## src/rtl/sum_acc_pkg.sv

```systemverilog
// rtl/sum_acc_pkg.sv - shared types and constants for the adder result accumulator
package sum_acc_pkg;

  localparam int TERM_W = 5;

  typedef enum logic [1:0] {
    IDLE  = 2'd0,
    ACCUM = 2'd1,
    HOLD  = 2'd2
  } state_e;

endpackage

```

## src/rtl/acc_add_sat.sv

```systemverilog
// rtl/acc_add_sat.sv - accumulator adder with overflow detect
// SUM_ACC_SATURATE_EN defined: clamp to all-ones on overflow; undefined: wrap.
module acc_add_sat
  import sum_acc_pkg::*;
#(
  parameter int ACC_W = 8
) (
  input  logic [ACC_W-1:0]  acc_i,
  input  logic [TERM_W-1:0] term_i,
  output logic [ACC_W-1:0]  acc_o,
  output logic              ovf_o
);

  logic [ACC_W:0] sum;

  assign sum   = {1'b0, acc_i} + {{(ACC_W + 1 - TERM_W){1'b0}}, term_i};
  assign ovf_o = sum[ACC_W];

`ifdef SUM_ACC_SATURATE_EN
  // A clamped acc plus any nonzero term overflows again, so it stays clamped.
  assign acc_o = ovf_o ? {ACC_W{1'b1}} : sum[ACC_W-1:0];
`else
  assign acc_o = sum[ACC_W-1:0];
`endif

endmodule

```

## src/rtl/sum_accumulator.sv

```systemverilog
// rtl/sum_accumulator.sv - accumulates N_TERMS adder results, presents total on valid/ready
// Overflow behaviour selected by SUM_ACC_SATURATE_EN inside acc_add_sat.
module sum_accumulator
  import sum_acc_pkg::*;
#(
  parameter int ACC_W   = 8,
  parameter int N_TERMS = 4
) (
  input  logic             clk,
  input  logic             rst_n,
  input  logic             clear,
  input  logic             in_valid,
  output logic             in_ready,
  input  logic [3:0]       in_sum,
  input  logic             in_cout,
  output logic             out_valid,
  input  logic             out_ready,
  output logic [ACC_W-1:0] out_acc,
  output logic             out_ovf
);

  localparam int CNT_W = $clog2(N_TERMS + 1);
  localparam logic [CNT_W-1:0] CNT_LAST = CNT_W'(N_TERMS - 1);

  state_e            state_q, state_d;
  logic [ACC_W-1:0]  acc_q, acc_d;
  logic [CNT_W-1:0]  cnt_q, cnt_d;
  logic              ovf_q, ovf_d;

  logic [TERM_W-1:0] term;
  logic [ACC_W-1:0]  add_base;
  logic [ACC_W-1:0]  add_acc;
  logic              add_ovf;
  logic              accept;
  logic              deliver;

  assign term    = {in_cout, in_sum};
  assign accept  = in_valid & in_ready;
  assign deliver = out_valid & out_ready;

  // The first term of a batch replaces whatever total was left from the last one.
  assign add_base = (state_q == IDLE) ? '0 : acc_q;

  acc_add_sat #(
    .ACC_W (ACC_W)
  ) u_add (
    .acc_i  (add_base),
    .term_i (term),
    .acc_o  (add_acc),
    .ovf_o  (add_ovf)
  );

  always_comb begin
    state_d = state_q;
    acc_d   = acc_q;
    cnt_d   = cnt_q;
    ovf_d   = ovf_q;
    case (state_q)
      IDLE: begin
        if (accept) begin
          acc_d   = add_acc;
          cnt_d   = CNT_W'(1);
          ovf_d   = 1'b0;
          state_d = (N_TERMS == 1) ? HOLD : ACCUM;
        end
      end
      ACCUM: begin
        if (accept) begin
          acc_d = add_acc;
          cnt_d = cnt_q + 1'b1;
          ovf_d = ovf_q | add_ovf;
          if (cnt_q == CNT_LAST) begin
            state_d = HOLD;
          end
        end
      end
      HOLD: begin
        if (deliver) begin
          state_d = IDLE;
        end
      end
      default: state_d = IDLE;
    endcase
  end

  always_ff @(posedge clk) begin
    if (!rst_n || clear) begin
      state_q <= IDLE;
      acc_q   <= '0;
      cnt_q   <= '0;
      ovf_q   <= 1'b0;
    end else begin
      state_q <= state_d;
      acc_q   <= acc_d;
      cnt_q   <= cnt_d;
      ovf_q   <= ovf_d;
    end
  end

  assign in_ready  = (state_q != HOLD);
  assign out_valid = (state_q == HOLD);
  assign out_acc   = acc_q;
  assign out_ovf   = ovf_q;

endmodule

```

## config.mk

```make
export PLATFORM = sky130hd
export DESIGN_NAME = sum_accumulator
export DESIGN_NICKNAME = d
export VERILOG_FILES = /design/src/rtl/sum_acc_pkg.sv /design/src/rtl/acc_add_sat.sv /design/src/rtl/sum_accumulator.sv
export SDC_FILE = /design/constraint.sdc
export NUM_CORES = 1
export LEC_CHECK = 0
export BUFFER_PORTS_ARGS = -buffer_cell sky130_fd_sc_hd__buf_2
export CAP_MARGIN = 20
export CORE_MARGIN = 4
export CORE_UTILIZATION = 55
export DETAILED_ROUTE_END_ITERATION = 8
export PLACE_DENSITY = 0.91
export SLEW_MARGIN = 20
export SYNTH_ARGS = -nofsm -noshare
export SYNTH_HDL_FRONTEND = slang
export SYNTH_SLANG_ARGS = --single-unit
export TNS_END_PERCENT = 1
```

## constraint.sdc

```tcl
create_clock -name clk -period 4.3 [get_ports clk]
set_input_delay 0 -clock clk [delete_from_list [all_inputs] [get_ports clk]]
set_output_delay 0 -clock clk [all_outputs]
set_load 0.02 [all_outputs]
```

### Word level (Yosys, flattened, before mapping)

Cells that the tools add are included.

* equality and inequality tests: 8
* muxes and demuxes: 12
* add/subtract/negate cells: 2
* bitwise gates (word level): 3
* reduce and logical (&&, ||, !) cells: 8

Operator list (count)
* 8-bit by 5-bit adder with 9-bit output: 1
* 2-bit two-way mux: 4
* 8-bit two-way mux: 1
* 2-bit != test, second input constant: 4
* 3-bit two-way mux: 2
* 2-bit one-hot mux with 3 select lines: 1
* 3-bit one-hot mux with 2 select lines: 1
* 4-bit AND reduction: 1
* 3-bit by 1-bit adder with 3-bit output, second input constant: 1
* 3-bit by 2-bit == test with 1-bit output, second input constant: 1
* 3-bit AND reduction: 1
* 1-bit bitwise AND: 2
* 2-bit by 1-bit == test with 1-bit output, second input constant: 1
* 2-bit == test, second input constant: 1
* 2-bit logical NOT: 1
* 1-bit two-way mux: 2
* 2-bit by 1-bit != test with 1-bit output, second input constant: 1
* 1-bit one-hot mux with 2 select lines: 1
* 2-bit AND reduction: 1
* 2-bit nonzero test: 1
* 2-bit OR reduction: 1
* 1-bit logical NOT: 1
* 1-bit logical OR: 1
* 1-bit bitwise OR: 1

* output and inout port bits: 11
* register bits: 14
* word-level logic and storage cells: 37

### Depth between registers and ports, before layout

Gate-level depths: netlist of the first run.

* depth in word-level cells: 6
* mapped depth: 8
* depth with buffers taken out: 8

### Modules after synthesis

From an unflattened synthesis of the first run, not the netlist that was laid out.

* cells, all modules: 104
* area total of the unflattened synthesis: 865.8 um^2

By module, submodules not included
* sum_accumulator: instances 1, cells each 76, area each 631.9 um^2
* acc_add_sat: instances 1, cells each 28, area each 234.0 um^2

### Least setup slack after synthesis of the first run

OpenSTA, ideal clock, no wires.

* path type: flip-flop to flip-flop
* start point: register state_q[1]
* end point: register acc_q[6] (netlist: out_acc[6])
* data arrival time: 2.031 ns
* slack: 2.195 ns
* library setup time: 0.074 ns
* cell stages (with the launch flop): 9
* clock period less this slack: 2.105 ns
* path through: dfxtp_1 nor2_1 nor2b_1 ha_1 fa_1 a211oi_1 o21bai_2 a21o_1 a31oi_1

* longest elaborated chain between the ends: 3
* elaborated cells on any way between the ends: 8
* classes of those cells: 1 x add/sub; 2 x eq/ne; 1 x mux; 1 x bitwise; 3 x reduce/logical

Ends and longest elaborated chain
* start: declaration: RTL line sum_accumulator.sv:25 `state_e state_q, state_d;`
* start signal: assignment: RTL line sum_accumulator.sv:93 `state_q <= state_d;`
* 2-bit logical NOT (tied with other cells): RTL line sum_accumulator.sv:42, sum_accumulator.sv:58
* 8-bit two-way mux (tied with other cells): RTL line sum_accumulator.sv:42 `assign add_base = (state_q == IDLE) ? '0 : acc_q;`
* 8-bit by 5-bit adder with 9-bit output or 2-bit AND reduction (tied branches)
* end signal: assignment: RTL line sum_accumulator.sv:89 `acc_q <= '0;`
* end signal: assignment: RTL line sum_accumulator.sv:94 `acc_q <= acc_d;`
* end: declaration: RTL line sum_accumulator.sv:26 `logic [ACC_W-1:0] acc_q, acc_d;`

Several ways; a longest one is shown, not always the timed one.
A chain may end at the register's enable or synchronous reset.

### Final worst setup path of the first run

* start point: register state_q[0]
* end point: register acc_q[6] (netlist: out_acc[6])

The elaborated chain is that of the path after synthesis.

==> results.ini, run 1 <==
[flow_run]
max_cap_violations=0

[timing]
max_freq_mhz=393
post-route-period-util_pct=59.2
rsz0062_at_grt=false
setup_viol=0
hold_violations=0
slew_headroom_pct=45.2
fin_skew_ns=0.0134
slew_viol_final=0
setup_tns_ns=0
worst_slew_pin_slew_ns=0.821
period_needed_ns=2.54

[power_and_ir_drop]
swShare_pct=26.4
vdd_drop_max_v=0.000169
intPower_mw=0.197
power_density_nw_per_um2=267
pwr-share-clk_pct=37.2
leakage_nw=0.426
total_power_mw=0.267
comb_power_share_pct=12.1
p_sw_mw=0.0705
seqPwrFrac_pct=50.7

[clocking]
cts.sinks=14
cts_setup_buffers=0
cts_inserted_buffers=3
cts_tree=built
ctsLongestPathBuffers=2
ctsResizeCount=0
cts.clk_slew.worst_paths_ns=0.10
h-tree-depth=1
cts_root_buf=clkbuf_4
clkLatencyLatePin_ns=0.30
cts_hold_buf=1

[yosys]
synth_flop_cell=dfxtp_1
synth_area_um2=850
yosysUniqueCellTypes=26
synth_seq_area_share_pct=33.0
synth-seq-cells=14
syn_inst=103
avgSynthCellArea_um2=8.25
ys_warn_count=0
synthArstFlopShare_pct=0
synth_edf_count=0
synth_nets=121

[global_route]
grt_pass1_vias=866
antenna_found_initial=0
grt_overflow=0
grt_max_degree=15
grt_use_total_pct=22.9
grt_pass1_wl_um=3520

[floorplan]
boundaryPins=21
coreArea_um2=1380
dieWidth_um=47.3
fp.dieArea_um2=2240
die_h_um=47.3
rows=13
start_util_pct=61.4

[setup_path]
crit_type=reg2reg
rr_endpoint=out_acc[6]
required_ns=4.53
reg2reg_from=state_q[0]
r2r_cells=8
crit_path_max_incr_delay_ns=0.44
arrival_ns=2.77
crit_path_start_kind=register
r2r_slack_ns=1.76
critical_path_buf_inv_count=0
crit_path_top_delay_cell=dfxtp_1
cp_top_family=compound AO/OA/AOI/OAI gates
crit_fanout=14
crit_path_end_kind=register
crit_chain=nor2_1 > nor2b_1 > ha_1 > fa_1 > a211oi_1 > o21bai_2 > a21o_1 > a31oi_1

[layout]
final_cell_mix=buf_2 (20), dfxtp_1 (14), nor2_1 (8), nand2_1 (8)
drive_above_1_share_pct=20.2
layout_commonest_cell=buf_2
final_util_pct=72.3
diodes=0
nFillCells=123
syn2layout_area_growth_pct=17.7
final_nets=143

[route]
drc=0
totalWireLength_um=2080
routed_via_density=6.13
drtPass1Iterations=4
vias=852
wl_per_cell_um=15.0
drtIter0Drc=19
drtAntennaViolNets=0

[placed_design]
dp_hpwl_um=1530
port_buffers=20
gp_congestion=0.866

[hold_path]
min_path_cells=4
holdPathEnd=out_acc[4]
worstHoldStart=clear
hold_class=in2reg

[outcome]
outcome=completed

==> per-stage QoR <==
step | area (µm²) | hold WS [ns] | std cells | worst slack, ns
detailed placement | 953 | 0.268 | 134 | 1.77
finish | 1000 | 0.0368 | 139 | 1.76
global route | 1000 | 0.0411 | 139 | 1.51
CTS | 1000 | 0.0340 | 139 | 1.77
floorplan | 850 | 0.0961 | 103 | 2.19
global placement | 953 | 0.264 | 134 | 1.90
==> power by group through the flow <==
stage | Clock, mW | Sequential, mW | Combinational (mW)
global route | 0.109 | 0.136 | 0.0354
finish | 0.0993 | 0.135 | 0.0324
detailed placement | 0 | 0.138 | 0.0310
floorplan | 0 | 0.139 | 0.0187
global placement | 0 | 0.138 | 0.0298
CTS | 0.0991 | 0.135 | 0.0320
==> flip-flops by register name, indices dropped and copies added (netlist names) <==
signal	cells
cnt_q	3
out_acc	8
out_ovf	1
state_q	2
==> synthesized netlist by cell type (all sizes together), types with 3 or more instances <==
library cell	n	area share [%]
a21o	4	3.5
a211oi	6	5.3
o21ai	9	5.3
o211ai	3	2.7
nor2	8	3.5
clkbuf	4	1.8
dfxtp	14	33
a21oi	6	3.5
nand2	8	3.5
nand3	6	3.5
nand2b	3	2.2
a31oi	3	2.2
ha	7	10
nor2b	7	5.2
==> area by class of cell <==
type                            count  area [µm²]  share of cell area [%]
Timing Repair Buffer               21         110                    11.0
Tap cell                           15        18.8                    1.88
Inverter                            2        7.51                   0.751
Multi-Input combinational cell     83         547                    54.7
Sequential cell                    14         280                    28.0
Clock buffer                        4        36.3                    3.63
==> metal layers <==
layer	GRT usage (%)	wire length (µm)
met1	25.9	904
met2	36.6	990
met3	7.28	131
met4	14.9	57
met5	0	0
==> worst max path at each step <==
stage	to	slack, ns	from	cells after the start
3_5_place_dp	out_acc[6]	1.77	state_q[0]	8
3_3_place_gp	out_acc[6]	1.90	state_q[0]	8
6_report	out_acc[6]	1.76	state_q[0]	8
5_1_grt	out_acc[6]	1.51	state_q[0]	8
4_1_cts	out_acc[6]	1.77	state_q[0]	8
2_1_floorplan	out_acc[6]	2.19	state_q[1]	8
==> tightest hold or removal path: cells and delay by family <==
kind	cells	cell delay (ns)
AO/OA/AOI/OAI	1	0.05
AND/OR/NAND/NOR	2	0.15
buffers and inverters	1	0.08
==> logic make-up after synthesis <==
family                   count (synthesis)  synth area share [%]
AND/OR/NAND/NOR                         39                  23.9
adder cells (fa/ha/maj)                  8                  12.7
XOR/XNOR                                 1                  1.03
AO/OA/AOI/OAI                           34                  25.6
flip-flops                              14                  33.0
multiplexers                             1                  1.18
buffers and inverters                    6                  2.65
No activity file was read; power rests on OpenSTA's default activity.
==> run 2, diff against run 1 <==
Settings changed: ABC_AREA set to 1, CORE_ASPECT_RATIO set to 1.2, CORE_UTILIZATION 55 to 46, PLACE_DENSITY 0.91 to 0.82.
Clock period 4.3 ns to 2.14 ns, I/O delays scaled along.
==> run 2 against run 1 <==
  * Setup slack lost 1.5 ns
  * Core utilization is 12 points lower
  * Synthesized area grew 2.1%
  * Routed wire length decreased by 13%
  * Cell count is 19% higher
==> results.ini, run 2 <==
[setup_path]
crit_path_max_incr_delay_ns=0.41
crit_type=reg2reg
startpoint=state_q[0]
crit_path_top_delay_cell=fa_1
crit_chain=nor2_4 > nor2_1 > ha_1 > fa_1 > nand2_1 > nand2_1 > nand3_1 > nand2_1 > nand3_1 > nand2_1 > nand2_1 > nor2_1
reg2reg_from=state_q[0]
crit_fanout=7
crit_top_cell=nand2_1
required_ns=2.31
arrival_ns=2.04
crit_path_start_kind=register
crit_path_end_kind=register

[layout]
layout_commonest_cell=nand2_1
final_nets=167
diodes=0
nFillCells=149
drive_above_1_share_pct=25.2
final_util_pct=60.1
final_cell_mix=nand2_1 (22), buf_2 (20), inv_1 (19)
largest_reg_flops=8
fin_cells=165
syn2layout_area_growth_pct=17.9
fin_area_um2=1020

[power_and_ir_drop]
power_density_nw_per_um2=474
vdd_drop_max_v=0.000365
leakage_nw=0.489
total_power_mw=0.484

[clocking]
cts_inserted_buffers=3
ctsLongestPathBuffers=2
cts_tree=built
h-tree-depth=1
cts.clk_slew.worst_paths_ns=0.08
ctsResizeCount=0
cts.sinks=14
clkLatencyLatePin_ns=0.27
cts_root_buf=clkbuf_4

[yosys]
synth_top_area_cell=dfxtp_1
synth_flop_cell=dfxtp_1
synth_area_um2=867
synth_nets=141
yosysMostFrequentCell=nand2_1
synth_commonest_cells=nand2_1 (22), inv_1 (19), dfxtp_1 (14)
yosysUniqueCellTypes=22
synth-seq-cells=14
synth_seq_area_share_pct=32.3
synthArstFlopShare_pct=0
avgSynthCellArea_um2=7.05
ys_warn_count=0
syn_inst=123
synth_edf_count=0
synth_area_leaders=dfxtp_1 (32%), ha_1 (10%), nand2_1 (9.5%)
synth_top_cell_area_share_pct=32.3

[placed_design]
place_inst=161
dp_hpwl_um=1510
postPlaceCellArea_um2=990
port_buffers=20
gp_congestion=0.835

[flow_run]
max_cap_violations=0

[timing]
max_freq_mhz=536
slew_headroom_pct=74.6
hold_violations=0
fin_skew_ns=0.00213
slew_viol_final=0
rsz0062_at_grt=false
period_needed_ns=1.87
post-route-period-util_pct=87.2
worst_slew_pin_slew_ns=0.381
setup_viol=0
setup_tns_ns=0

[hold_path]
worstHoldStart=clear
hold_class=in2reg

[route]
drtPass1Iterations=4
routed_via_density=4.98
drtIter0Drc=11
drc=0
drtAntennaViolNets=0
wl_per_cell_um=11.0
vias=821
totalWireLength_um=1820

[global_route]
grt_pass1_vias=757
antenna_found_initial=0
grt_max_degree=11
grt_pass1_wl_um=3030
grt_overflow=0
grt_use_total_pct=15.1

[floorplan]
boundaryPins=21
start_util_pct=51.0
rows=16
coreArea_um2=1700
die_h_um=55.6
dieWidth_um=47.6
fp.dieArea_um2=2650

[outcome]
outcome=completed

==> run 2: final timing paths <==
check | end | slack, ns | cells after the start
setup / recovery | out_acc[6] | 0.27 | 12
hold / removal | out_acc[7] | 0.03 | 4
setup reg to reg | out_acc[6] | 0.27 | 12
hold reg to reg | out_ovf | 0.44 | 2
==> run 2: repair_timing <==
action / 4_1_cts / 5_1_grt
buffers inserted: 0 / 0
hold buffers: 1 / 0
endpoints found under the hold margin: 1 / 0
==> run 2: worst max-delay path, delay by kind of cell (launching register included) <==
kind | cells | cell delay, ns
flops | 1 | 0.37
simple gates | 10 | 0.79
fa+ha+maj | 2 | 0.62
==> run 2: per-layer routing <==
layer | routed length, µm | global-route usage (%) | vias to the layer above
met5 | 0 | 0 | -
met4 | 34 | 5.77 | 0
met3 | 59 | 2.92 | 5
met2 | 934 | 25.3 | 11
li1 | - | - | 437
met1 | 794 | 18.1 | 368
==> run 2: logic make-up (layout without fill, tap and decap cells) <==
logic type	after synthesis	count (layout)	synth area share (%)
buf+inv	25	49	11.5
simple gates	53	53	28.4
fa+ha+maj	8	8	12.4
xor+xnor	2	2	2.02
flops	14	14	32.3
compound gates	21	21	13.3
==> run 2: cell type report <==
type,instances,area [µm²],share of cell area [%]
clock buffers,3,22.5,2.20
inverters,24,92.6,9.06
well taps,18,22.5,2.20
multi-input cells,84,487,47.6
repair buffers,22,118,11.5
flip-flops and latches,14,280,27.4
==> run 2: through the flow <==
stage,hold slack (ns),setup WS [ns]
after floorplan,0.183,0.427
after global placement,0.270,0.345
after detailed placement,0.279,0.288
after CTS,0.0237,0.273
after global routing,0.0403,0.112
final,0.0309,0.273
==> run 2: power by group <==
part	internal, mW	switching, mW
combinational	0.0275	0.0431
sequential	0.266	0.00464
clock	0.0652	0.0775
==> run 3, diff against run 2 <==
Settings changed: CAP_MARGIN 20 to unset, CORE_MARGIN 4 to unset, CORE_UTILIZATION 46 to 51, PLACE_DENSITY 0.82 to 0.86.
Clock period 2.14 ns to 1.86 ns, I/O delays scaled along.
==> run 3 against run 2 <==
  * Clock skew is 0.0010 ns lower
  * Sequential share of layout area is 0.14 points lower
  * Sequential cell count stayed put
  * Clock power rose by 21%
  * Register-to-register slack got worse by 0.11 ns
  * Critical path depth is the same
  * Design area rose by 0.98%
  * Die area down 29%
  * Cell count is the same
  * Core utilization grew 7.8 points
  * Combinational power increased by 18%
  * Clock-buffer cell count unchanged
==> results.ini, run 3 (synthesis results as in run 2) <==
[outcome]
outcome=completed

[clocking]
ctsLongestPathBuffers=2
cts.clk_slew.worst_paths_ns=0.08
cts_inserted_buffers=3
clkLatencyLatePin_ns=0.28
cts.sinks=14
cts_root_buf=clkbuf_4
h-tree-depth=1
cts_tree=built

[layout]
drive_above_1_share_pct=27.0
seq_area_um2=282
multi_input_area_um2=489
nFillCells=136
diodes=0
syn2layout_area_growth_pct=19.0
layout_commonest_cell=nand2_1
final_util_pct=67.9
final_nets=168
final_cell_mix=nand2_1 (22), buf_2 (20), inv_1 (19)
largest_reg_flops=8

[setup_path]
required_ns=2.04
crit_top_cell=nand2_1
crit_path_end_kind=register
r2r_cells=12
crit_path_top_delay_cell=dfxtp_1
crit_type=reg2reg
crit_path_max_incr_delay_ns=0.37
reg2reg_from=state_q[1]
cp.depth=12
crit_path_start_kind=register
crit_fanout=4
arrival_ns=1.88
crit_chain=nor2_4 > nor2_1 > ha_1 > fa_2 > nand2_1 > nand2_1 > nand3_1 > nand2_1 > nand3_1 > nand2_1 > nand2_1 > nor2_1
critical_path_buf_inv_count=0
crit_end=out_acc[6]
cp_top_family=simple AND/OR/NAND/NOR gates
rr_endpoint=out_acc[6]
startpoint=state_q[1]
r2r_slack_ns=0.16

[placed_design]
gp_congestion=0.767
dp_hpwl_um=1410
port_buffers=20

[timing]
period_needed_ns=1.70
rsz0062_at_grt=false
max_freq_mhz=588
slew_viol_final=0
setup_viol=0
setup_tns_ns=0
worst_slew_pin_slew_ns=0.391
slew_headroom_pct=73.9
hold_violations=0
fin_skew_ns=0.00113
post-route-period-util_pct=91.4

[global_route]
grt_use_total_pct=21.6
grt_overflow=0
antenna_found_initial=0
grt_pass1_wl_um=2820
grt_max_degree=11
grt_pass1_vias=785

[power_and_ir_drop]
leakage_nw=0.492
power_density_nw_per_um2=551
vdd_drop_max_v=0.000371

[route]
wl_per_cell_um=10.5
routed_via_density=4.99
drtIter0Drc=12
drtPass1Iterations=4
drc=0
vias=823
drtAntennaViolNets=0
totalWireLength_um=1740

[floorplan]
coreArea_um2=1520
die_h_um=47.2
start_util_pct=57.0
boundaryPins=21
dieWidth_um=39.6
rows=15
fp.dieArea_um2=1870

[hold_path]
hold_class=in2reg
worstHoldStart=clear

[flow_run]
max_cap_violations=0

==> run 3: cell count changes in the layout (fill, tap and decap cells not counted) <==
| cell | change |
|---|---|
| buf_4 | +1 |
| dfxtp_1 | -1 |
| dfxtp_2 | +1 |
| fa_1 | -1 |
| fa_2 | +1 |
==> run 3: how the worst min path moves through the flow <==
stage	endpoint	slack (ns)	cells after the start
2_1_floorplan	state_q[1]	0.18	2
3_3_place_gp	state_q[1]	0.28	3
3_5_place_dp	state_q[1]	0.29	3
4_1_cts	out_acc[6]	0.03	4
5_1_grt	out_acc[7]	0.05	4
6_report	out_acc[6]	0.03	4
==> run 3: repair_timing <==
item | 4_1_cts | 5_1_grt
endpoints found under the hold margin | 1 | 0
endpoints found under the setup margin | 0 | 2
setup buffers | 0 | 0
hold buffers | 1 | 0
gates resized for setup | 0 | 2
==> run 3: where the power goes <==
group	total, mW	switching, mW	internal (mW)
Combinational	0.0834	0.0504	0.0331
Clock	0.173	0.0982	0.0751
Sequential	0.312	0.00521	0.307
==> run 3: metal layers <==
metal	vias to the layer above	GRT usage (%)	wire length [µm]	part of all wire, %
li1	440	-	-	-
met1	369	22.3	786	45
met2	12	41.6	898	52
met3	2	4.27	36	2.1
met4	0	7.59	17	0.98
met5	-	0	0	0
==> run 3: tightest hold or removal path, stage by stage <==
cell	delay, ns
buf_2	0.08
nor2_2	0.08
nand2_1	0.08
nor2_1	0.03
==> run 3: layout make-up <==
cell class                 instances  area share [%]
tap                               17            2.06
multi-input combinational         84            47.4
sequential                        14            27.3
timing repair buffer              23            12.1
clock buffer                       3            2.18
inverter                          24            8.97
==> run 3: through the flow <==
step / power [mW] / instances / instance area, µm² / hold slack (ns) / setup WS (ns)
6_report: 0.569 / 165 / 1030 / 0.0289 / 0.160
5_1_grt: 0.591 / 165 / 1030 / 0.0494 / 0.0368
4_1_cts: 0.571 / 165 / 1030 / 0.0253 / 0.0825
3_5_place_dp: 0.400 / 161 / 996 / 0.285 / 0.0913
3_3_place_gp: 0.397 / 161 / 996 / 0.277 / 0.143
2_1_floorplan: 0.372 / 123 / 867 / 0.183 / 0.147
